**config.mk**
```make
export PLATFORM = sky130hd
export DESIGN_NAME = hook_ctrl
export DESIGN_NICKNAME = d
export VERILOG_FILES = /design/src/rtl/hook_ctrl.sv
export SDC_FILE = /design/constraint.sdc
export NUM_CORES = 1
export LEC_CHECK = 0
export CORE_MARGIN = 2
export CORE_UTILIZATION = 60
export CTS_CLUSTER_SIZE = 30
export DETAILED_ROUTE_END_ITERATION = 7
export DONT_BUFFER_PORTS = 1
export GPL_ROUTABILITY_DRIVEN = 0
export GPL_TIMING_DRIVEN = 0
export HOLD_SLACK_MARGIN = 0.06
export PLACE_DENSITY_LB_ADDON = 0.3
export SLEW_MARGIN = 20
export SYNTH_ARGS = -nofsm -noshare
export SYNTH_HDL_FRONTEND = slang
export SYNTH_SLANG_ARGS = --single-unit
```
**constraint.sdc**
```tcl
create_clock -name clk -period 11.23 [get_ports clk]
set_input_delay 2.8075 -clock clk [delete_from_list [all_inputs] [get_ports clk]]
set_output_delay 2.8075 -clock clk [all_outputs]
set_load 0.02 [all_outputs]
```
**src/rtl/hook_ctrl.sv**
```systemverilog
// hook_ctrl: per-frame hook/line controller; in clk rst frame_tick start reel cut_in, out h_position v_position cut cut_v state
module hook_ctrl (
  input  logic        clk,
  input  logic        rst,
  input  logic        frame_tick,
  input  logic        start,
  input  logic        reel,
  input  logic        cut_in,
  output logic [13:0] h_position,
  output logic [13:0] v_position,
  output logic        cut,
  output logic [9:0]  cut_v,
  output logic [1:0]  state
);
  typedef enum logic [1:0] {READY, FISHING, LOST, LANDED} state_t;
  localparam logic [13:0] H_HOOK = 14'd2790;
  localparam logic [14:0] V_TOP = 15'd620;
  localparam logic [14:0] V_BOTTOM = 15'd4500;
  localparam logic [14:0] V_FLOOR = 15'd4790;
  localparam logic [14:0] DROP_SPEED = 15'd25;
  localparam logic [14:0] REEL_SPEED = 15'd40;
  localparam logic [14:0] FALL_SPEED = 15'd30;
  localparam logic [6:0] RESULT_FRAMES = 7'd120;
  localparam logic [9:0] CUT_V_TOP = 10'd62;
  state_t state_q, state_d;
  logic [13:0] v_q, v_d;
  logic cut_q, cut_d;
  logic [9:0] cut_v_q, cut_v_d;
  logic [6:0] cnt_q, cnt_d;
  logic [14:0] v_ext, drop_sum, fall_sum, reel_diff;
  logic [13:0] v_quot;
  logic reel_landing;
  assign v_ext = {1'b0, v_q};
  assign drop_sum = v_ext + DROP_SPEED;
  assign fall_sum = v_ext + FALL_SPEED;
  assign reel_diff = v_ext - REEL_SPEED;
  assign reel_landing = v_ext <= V_TOP + REEL_SPEED;
  assign v_quot = v_q / 14'd10;
  always_comb begin
    state_d = state_q;
    v_d = v_q;
    cut_d = cut_q;
    cut_v_d = cut_v_q;
    cnt_d = cnt_q;
    unique case (state_q)
      READY: state_d = start ? FISHING : READY;
      FISHING: begin
        // a cut takes priority over any motion or landing in the same cycle
        if (!cut_q && cut_in) begin
          cut_d = 1'b1;
          cut_v_d = v_quot[9:0];
        end else if (frame_tick && cut_q) begin
          v_d = fall_sum >= V_FLOOR ? V_FLOOR[13:0] : fall_sum[13:0];
          state_d = fall_sum >= V_FLOOR ? LOST : FISHING;
        end else if (frame_tick && reel && v_ext > V_TOP) begin
          v_d = reel_landing ? V_TOP[13:0] : reel_diff[13:0];
          state_d = reel_landing ? LANDED : FISHING;
        end else if (frame_tick && !reel) begin
          v_d = drop_sum >= V_BOTTOM ? V_BOTTOM[13:0] : drop_sum[13:0];
        end
      end
      default: begin
        if (frame_tick && cnt_q == RESULT_FRAMES - 7'd1) begin
          state_d = READY;
          cnt_d = '0;
          v_d = V_TOP[13:0];
          cut_d = 1'b0;
          cut_v_d = CUT_V_TOP;
        end else if (frame_tick) begin
          cnt_d = cnt_q + 7'd1;
        end
      end
    endcase
  end
  always_ff @(posedge clk) begin
    if (rst) begin
      state_q <= READY;
      v_q <= V_TOP[13:0];
      cut_q <= 1'b0;
      cut_v_q <= CUT_V_TOP;
      cnt_q <= '0;
    end else begin
      state_q <= state_d;
      v_q <= v_d;
      cut_q <= cut_d;
      cut_v_q <= cut_v_d;
      cnt_q <= cnt_d;
    end
  end
  assign h_position = H_HOOK;
  assign v_position = v_q;
  assign cut = cut_q;
  assign cut_v = cut_v_q;
  assign state = state_q;
endmodule
```
* Yosys cells after proc, flatten, opt, wreduce, memory -nomap -nowiden
Cells that the tools add are included.
** Storage, ports and cells
- Bits in registers :: 34
- Output and inout port bits :: 41
** Cells by class
- Add/sub/neg operators :: 4
- Div/mod/pow operators :: 1
- Order comparisons :: 4
- Eq/ne operators :: 6
- Multiplexer cells :: 25
- Bitwise logic cells :: 2
- Reduce and logical (&&, ||, !) cells :: 17
** Operator list (number)
- $mux 14 :: 8
- $add 14x5->15 const B :: 2
- $ge 15x13->1 const B :: 2
- $pmux 14 s2 :: 1
- $mux 10 :: 2
- $pmux 10 s2 :: 1
- $div 14x4->14 const B :: 1
- $gt 14x10->1 const B :: 1
- $le 14x10->1 const B :: 1
- $mux 7 :: 2
- $sub 14x6->14 const B :: 1
- $mux 2 :: 6
- $add 7x1->7 const B :: 1
- $eq 7x7->1 const B :: 1
- $logic_and 1x1->1 :: 6
- $reduce_and 3->1 :: 2
- $ne 2x2->1 const B :: 2
- $ne 4x4->1 const B :: 1
- $pmux 2 s2 :: 1
- $reduce_and 4->1 :: 1
- $reduce_bool 2->1 :: 2
- $mux 1 :: 3
- $ne 3x3->1 const B :: 1
- $reduce_bool 3->1 :: 1
- other kinds (7) :: 9

* Logic depth before layout (Yosys ltp)
Gate-level depths: netlist (run 1).
- Depth in word-level cells :: 8
- Depth in mapped cells :: 35
- Depth with buffers taken out :: 28

* Worst setup path after synthesis (run 1)
Ideal clock, no wire load.
- Kind :: register to register
- Start :: register v_q[2] (netlist: v_position[2])
- End :: register cut_v_q[0] (netlist: cut_v[0])
- Setup time :: 0.088 ns
- Data arrival time :: 8.256 ns
- Data required time :: 11.142 ns
- Setup slack :: 2.886 ns
- Stages on the path, launching flop included :: 32
- Buffers on the path :: 3
- Clock period less this slack :: 8.344 ns
- Path through :: dfxtp_1 clkbuf_1 inv_1 ha_1 or3b_1 buf_2 or3_4 nor4b_4 o21ai_1 o221a_2 a2111oi_4 nand2_2 o32a_1 and3_1 buf_2 a221o_1 a311o_1 o21a_1 a221oi_4 o21ai_1 o32a_4 a31oi_4 mux2i_1 nand4b_1 o211a_1 o211a_2 or3_1 a22oi_2 xnor2_1 mux2_1 o2111a_1 o32ai_2
** On the way
- Word-level cells in the longest chain between the ends :: 3
** Ends and longest elaborated chain
- from (decl) :: RTL line 26 : logic [13:0] v_q, v_d;
- from (signal assigned) :: RTL line 78 : v_q <= V_TOP[13:0];
- from (signal assigned) :: RTL line 84 : v_q <= v_d;
- $div 14x4->14 :: RTL line 38 : assign v_quot = v_q / 14'd10;
- $mux 10 :: RTL line 49 : if (!cut_q && cut_in) begin
- $pmux 10 s2 :: RTL line 45 : unique case (state_q)
- to (signal assigned) :: RTL line 86 : cut_v_q <= cut_v_d;
- to (decl) :: RTL line 28 : logic [9:0] cut_v_q, cut_v_d;
No other way between the ends. The select of a mux whose other input is x is not followed.
A chain may end at the register's enable or synchronous reset.

* Worst setup path in the final report (run 1)
- Start :: register v_q[3] (netlist: v_position[3])
- End :: register cut_v_q[0] (netlist: cut_v[0])
The elaborated chain is that of the path after synthesis.

==> out/metrics.csv, run 1 <==
stage,metric,value,unit
run_status,status,completed,
sta,hold_slack,0.4769,ns
worst_setup_path,cp_num_buf_inv,3,
yosys,syn_area,6106,µm²
yosys,synth_most_common_cell,nor2_1,
min_path,hold-path-cell-count,2,
cts,clk_latency,0.29,ns
detailed_routing,first_iter_violations,1047,
worst_setup_path,start_kind,flip-flop,
pwr,ir_drop,0.2907,mV
worst_setup_path,cp.arrival,10.18,ns
cts,cts-hold-fix-buffers,0,
sta,drv_slew,0,
detailed_routing,ant_nets,0,
layout,fin_nets,919,
pwr,power_switching,0.0006521,W
worst_setup_path,worst_r2r_path_depth,30,
grt,grt_max_degree,12,
layout,design_area,6427,µm²
pwr,p_leak,2.296,nW
layout,num-fill-cells,967,
grt,grtUsageTotal,0.3445,
worst_setup_path,rr_endpoint,cut_v[0],
detailed_routing,wl,19.62,mm
grt,grt_pass1_wl,31.92,mm
placement,io_buffers,0,
worst_setup_path,required,11.44,ns
detailed_routing,vias_per_cell,6.974,
sta,finalHoldViolCount,0,
pwr,powerDensity,188.6,nW/µm²
placement,dp_slack,1.553,ns
yosys,synth_top_cells_by_count,"90 x nor2_1, 70 x nand2_1, 67 x a21oi_1",
placement,placedInstanceArea,6317,µm²
die,row_count,36,
worst_setup_path,critPathSlowestCell,a2111oi_1,
yosys,netlist-cell-type-count,107,
worst_setup_path,cpPeakStageDelay,0.72,ns
die,core_region_area,9819,µm²
min_path,hold_path.class,reg2reg,
yosys,async_reset_ff_frac,0,
layout,drive_gt1_frac,0.09613,
pwr,seq_power_share,0.136,
die,io-pin-count,47,
layout,syn_to_final_growth,5.266,%
worst_setup_path,worst-path-max-fanout,10,
worst_setup_path,end_kind,flip-flop,
yosys,syn_area_per_cell,6.899,µm²
yosys,synth_compound_area_frac,0.3805,
detailed_routing,firstDrtPassIters,6,
sta,clock_skew,0.007189,ns
sta,rsz0062_at_grt,no,
yosys,yosys_register_bits,34,
yosys,syn_inst,885,
yosys,synth_simple_gate_area_frac,0.3066,
cts,cts_max_path_buffers,2,
pwr,p_int,0.0005599,W
sta,timing.final.ws_setup,1.257,ns
min_path,hp-start,cnt_q[1],
job,cap_violations,0,
worst_setup_path,rr_startpoint,v_position[3],
cts,cts_setup_buffers,0,
cts,clkTransAtPathRegs,0.08,ns
yosys,yosysTopAreaCell,dfxtp_1,
sta,timing.fmax,100.3,MHz
die,die-area,11000,µm²
sta,setup_tns,0,ns
grt,grt-ovfl-total,0,
cts,cts.repair.resized,0,
pwr,pwr-share-clk,0.094,
layout,final_cells,1038,
placement,place_inst,1030,
die,die_h,104.9,µm
yosys,ys_top_cells_by_area,"dfxtp_1 11%, nor2_1 5.5%, a21oi_1 5.5%",
placement,dpl.hpwl,14.58,mm
grt,grt_pass1_vias,6460,
sta,period_share,0.8881,
yosys,synth_seq_area_share,0.1115,
worst_setup_path,rrSetupSlack,1.26,ns
cts,cts.sinks,34,
yosys,muxShareOfSynthArea,0.03402,
detailed_routing,vias,7239,
sta,period_minus_slack,9.973,ns
cts,htreeDepth,2,
pwr,switching_share,0.5380,
grt,antenna_found_initial,0,
sta,setup_viol,0,
yosys,synth_edf_count,0,
die,start_util,0.6218,
sta,slew_headroom,0.3323,
yosys,synth_top_cell_area_share,0.1115,
cts,cts_made_buffers,5,
worst_setup_path,path_class,reg2reg,
cts,cts_root_buffer,clkbuf_8,
sta,worst_pin_slew,0.9972,ns
yosys,yosysWarnings,0,
yosys,yosys.area_share.xor_xnor,0.07725,
die,die_w,104.9,µm
layout,antenna_cells,0,
worst_setup_path,crit_family,compound AO/OA/AOI/OAI gates,
yosys,synthFlopType,dfxtp_1,
detailed_routing,drc,0,
min_path,hold_path_end,cnt_q[1],
pwr,power_frac_comb,0.769,
yosys,synth_top_family_by_area,compound AO/OA/AOI/OAI gates,
detailed_routing,routedWlPerCell,18.90,µm
yosys,synth_fa_ha_area_frac,0.02008,
cts,cts_tree,done,
==> flip-flops by register name, indices dropped and copies added (netlist names) <==
| name | count |
|---|---|
| v_position | 14 |
| cut_v | 10 |
| cnt_q | 7 |
| state | 2 |
| cut | 1 |
==> worst min-delay path: cells and delay by family (launching register included) <==
| kind | cells | cell delay, ns |
|---|---|---|
| simple gates | 1 | 0.06 |
| compound gates | 1 | 0.05 |
| flops | 1 | 0.33 |
==> layer usage <==
layer,up-vias,part of all wire,global-route usage
met3,67,0.12,0.05365
li1,3372,-,-
met1,3305,0.41,0.4865
met2,495,0.44,0.5320
met4,0,0.030,0.1171
met5,-,0,0
==> worst max path at each step <==
| stage | startpoint | endpoint | slack, ns | cells after the start |
|---|---|---|---|---|
| floorplan | v_position[2] | cut_v[0] | 2.89 | 31 |
| global placement | v_position[3] | cut_v[0] | 1.69 | 31 |
| detailed placement | v_position[3] | cut_v[0] | 1.55 | 30 |
| CTS | v_position[3] | cut_v[0] | 1.52 | 30 |
| global route | v_position[3] | cut_v[0] | 0.60 | 31 |
| finish | v_position[3] | cut_v[0] | 1.26 | 30 |
==> layout by cell type (no fill, tap or decap), types with 10 or more instances in the layout <==
master     n
a211o_1   10
o21a_1    10
and2_1    10
nand3_1   38
a31oi_1   22
nand4_1   15
nor2b_1   10
buf_4     16
clkbuf_1  43
nand2_1   70
nor3_1    40
nor2_1    90
inv_1     20
conb_1    14
dfxtp_1   34
nor4_1    17
xor2_1    17
mux2i_1   14
a21oi_1   67
and3_1    13
xnor2_1   35
or3_1     10
o21ai_0   58
==> power groups by stage <==
stage	combinational (W)	clock (W)	sequential [W]
final	0.000933	0.000115	0.000165
after global routing	0.00101	0.000119	0.000167
after CTS	0.000905	0.000115	0.000165
after detailed placement	0.000899	0	0.000167
after global placement	0.000889	0	0.000167
after floorplan	0.000743	0	0.000162
==> cell families after synthesis <==
logic type	Yosys count
AND/OR/NAND/NOR	362
AO/OA/AOI/OAI	313
other	2
multiplexers	20
adder cells (fa/ha/maj)	10
buffers and inverters	91
XOR/XNOR	53
flip-flops	34
==> area by class of cell <==
type	instances	area, µm²	share of cell area
flip-flops and latches	34	680.7	0.1059
multi-input cells	772	5050	0.7857
clock inverters	2	37.54	0.005840
inverters	21	78.83	0.01226
clock buffers	6	72.57	0.01129
plain buffers	70	341.6	0.05314
well taps	133	166.4	0.02589
==> stage by stage <==
step | utilization | total power, W
2_1_floorplan | - | 0.0009049
3_3_place_gp | 0.6433 | 0.001056
3_5_place_dp | 0.6433 | 0.001066
4_1_cts | 0.6546 | 0.001185
5_1_grt | 0.6546 | 0.001296
6_report | 0.6546 | 0.001212
Note: power is estimated with default switching activity, not from simulation.
==> run 2: changes to the inputs <==
--- a/config.mk
+++ b/config.mk
@@ -6,8 +6,7 @@
 export NUM_CORES = 1
 export LEC_CHECK = 0
 export CORE_MARGIN = 2
-export CORE_UTILIZATION = 60
-export CTS_CLUSTER_SIZE = 30
+export CORE_UTILIZATION = 65
 export DETAILED_ROUTE_END_ITERATION = 7
 export DONT_BUFFER_PORTS = 1
 export GPL_ROUTABILITY_DRIVEN = 0
==> run 2 against run 1 <==
Compared with the run above: the flow now finishes with violations (design-rule violations); via count up 4.1%; clock-buffer cell count unchanged; die area down 7.4%; clock power down 11%; critical path depth unchanged; critical path type unchanged; largest cell class unchanged.
==> out/metrics.csv, run 2 (synthesis results as in run 1) <==
stage,metric,value,unit,change
run_status,status,"finished, violations left",,
run_status,failed_checks,design-rule violations,,
cts,htreeDepth,2,,unchanged
placement,dpl.hpwl,15.28,mm,+4.8%
worst_setup_path,crit_family,compound AO/OA/AOI/OAI gates,,
layout,largest_reg_flops,14,,unchanged
cts,cts_tree,done,,
layout,final_common_cell,nor2_1,,
cts,cts.sinks,34,,unchanged
grt,grt_pass1_vias,7016,,+8.6%
die,die_w,100.9,µm,-3.8%
die,start_util,0.6639,,+0.04213
cts,clk_latency,0.30,ns,about the same
detailed_routing,vias_per_cell,7.418,,+6.4%
worst_setup_path,cpPeakStageDelay,0.70,ns,-0.02 ns
layout,final_cell_mix,"90 x nor2_1, 70 x nand2_1, 67 x a21oi_1, 58 x o21ai_0, 42 x clkbuf_1",,
worst_setup_path,crit_path_frequent_cell,clkbuf_1,,
grt,antenna_found_initial,0,,unchanged
die,row_count,35,,-2.8%
grt,grt-ovfl-total,0,,unchanged
worst_setup_path,path_class,reg2reg,,
cts,cts-hold-fix-buffers,0,,unchanged
die,io-pin-count,47,,unchanged
layout,drive_gt1_frac,0.09724,,+0.001105
worst_setup_path,worst-path-max-fanout,10,,unchanged
cts,cts_made_buffers,5,,unchanged
grt,grtUsageTotal,0.3982,,+0.05365
worst_setup_path,critPathSlowestCell,a211oi_2,,
sta,setup_viol,0,,unchanged
sta,worst_pin_slew,1.020,ns,+0.02284 ns
worst_setup_path,cp.arrival,10.22,ns,+0.04 ns
layout,design_area,6385,µm²,-0.66%
layout,syn_to_final_growth,4.570,%,
die,die_h,100.9,µm,-3.8%
grt,grt_max_degree,12,,unchanged
cts,clkTransAtPathRegs,0.08,ns,about the same
die,core_region_area,9196,µm²,-6.3%
min_path,hold_path.class,reg2reg,,
pwr,powerDensity,191.5,nW/µm²,+1.6%
sta,period_share,0.8909,,+0.002837
sta,hold_slack,0.4869,ns,+0.01004 ns
sta,drv_slew,0,,unchanged
placement,placedInstanceArea,6290,µm²,-0.44%
worst_setup_path,start_kind,flip-flop,,
job,cap_violations,0,,unchanged
sta,slew_headroom,0.3170,,-0.01530
detailed_routing,routedWlPerCell,20.34,µm,+7.6%
pwr,p_leak,2.292,nW,-0.18%
sta,finalHoldViolCount,0,,unchanged
pwr,ir_drop,0.1659,mV,-43%
worst_setup_path,cp_num_buf_inv,4,,+1
detailed_routing,first_iter_violations,1107,,+5.7%
sta,setup_tns,0,ns,unchanged
grt,grt_pass1_wl,33.42,mm,+4.7%
sta,clock_skew,0.009138,ns,+0.001949 ns
detailed_routing,wl,20.66,mm,+5.3%
placement,io_buffers,0,,unchanged
cts,cts.repair.resized,0,,unchanged
sta,period_minus_slack,10.00,ns,+0.03186 ns
cts,cts_max_path_buffers,2,,unchanged
layout,fin_nets,919,,unchanged
die,die-area,10180,µm²,-7.4%
sta,timing.fmax,99.95,MHz,-0.32%
layout,num-fill-cells,801,,-17%
sta,rsz0062_at_grt,no,,
worst_setup_path,end_kind,flip-flop,,
worst_setup_path,required,11.45,ns,about the same
layout,multi_input_area,5050,µm²,unchanged
detailed_routing,ant_nets,0,,unchanged
detailed_routing,drc,6,,+6
cts,cts_setup_buffers,0,,unchanged
layout,regArea,680.7,µm²,unchanged
layout,antenna_cells,0,,unchanged
detailed_routing,vias,7537,,+4.1%
cts,cts_root_buffer,clkbuf_8,,
detailed_routing,firstDrtPassIters,8,,+2
-- run 2: cell types whose count changed in the layout (fill, tap and decap cells not counted) --
cell / delta
clkbuf_1: -1
bufinv_16: -1
clkinv_2: +1
clkbuf_8: +1
-- run 2: stage by stage --
| step | std cells | utilization | power [W] | worst slack, ns |
|---|---|---|---|---|
| finish | 1016 | 0.6943 | 0.001223 | 1.225 |
| global route | 1016 | 0.6943 | 0.001303 | 0.5490 |
| CTS | 1016 | 0.6943 | 0.001185 | 1.520 |
| detailed placement | 1008 | 0.6839 | 0.001076 | 1.583 |
| global placement | 1008 | 0.6839 | 0.001040 | 1.824 |
| floorplan | 897 | - | 0.0009049 | 2.886 |
-- run 2: path summary, 6_finish.rpt --
| kind | from | endpoint | slack, ns | depth (start not counted) |
|---|---|---|---|---|
| hold / removal | cnt_q[1] | cnt_q[1] | 0.49 | 2 |
| setup reg to reg | v_position[3] | cut_v[0] | 1.23 | 30 |
| hold reg to reg | cnt_q[1] | cnt_q[1] | 0.49 | 2 |
| setup / recovery | v_position[3] | cut_v[0] | 1.23 | 30 |
-- run 2: area by class of cell --
type	instances	area share
sequential	34	0.1066
buffer	70	0.05350
inverter	21	0.01235
clock inverter	2	0.001960
multi-input combinational	772	0.7909
tap	111	0.02175
clock buffer	6	0.01293
-- run 2: routing by layer --
layer	vias to the layer above	global-route usage	part of all wire
met1	3422	0.5078	0.37
li1	3370	-	-
met3	137	0.06727	0.12
met5	-	0	0
met2	608	0.6318	0.45
met4	0	0.2308	0.059
-- run 2: worst min-delay path, stage by stage (launching register included) --
cell and delay (ns):
dfxtp_1 0.33, nand2_1 0.06, a21oi_1 0.06
-- run 2: report_power, final --
| group | leakage (nW) | total [W] | switching (W) | internal (W) |
|---|---|---|---|---|
| logic | 1.97 | 0.000956 | 0.000596 | 0.000360 |
| clock network | 0.0472 | 0.000102 | 0.0000528 | 0.0000494 |
| registers | 0.275 | 0.000164 | 0.0000307 | 0.000134 |
| total | 2.29 | 0.00122 | 0.000679 | 0.000544 |
==> run 3: changes to the inputs <==
--- a/config.mk
+++ b/config.mk
@@ -11,9 +11,8 @@
 export DONT_BUFFER_PORTS = 1
 export GPL_ROUTABILITY_DRIVEN = 0
 export GPL_TIMING_DRIVEN = 0
-export HOLD_SLACK_MARGIN = 0.06
 export PLACE_DENSITY_LB_ADDON = 0.3
-export SLEW_MARGIN = 20
+export SLEW_MARGIN = 5
 export SYNTH_ARGS = -nofsm -noshare
 export SYNTH_HDL_FRONTEND = slang
 export SYNTH_SLANG_ARGS = --single-unit
==> results of run 3 <==
The final DEF is identical to that of run 2; final timing and power are the same.
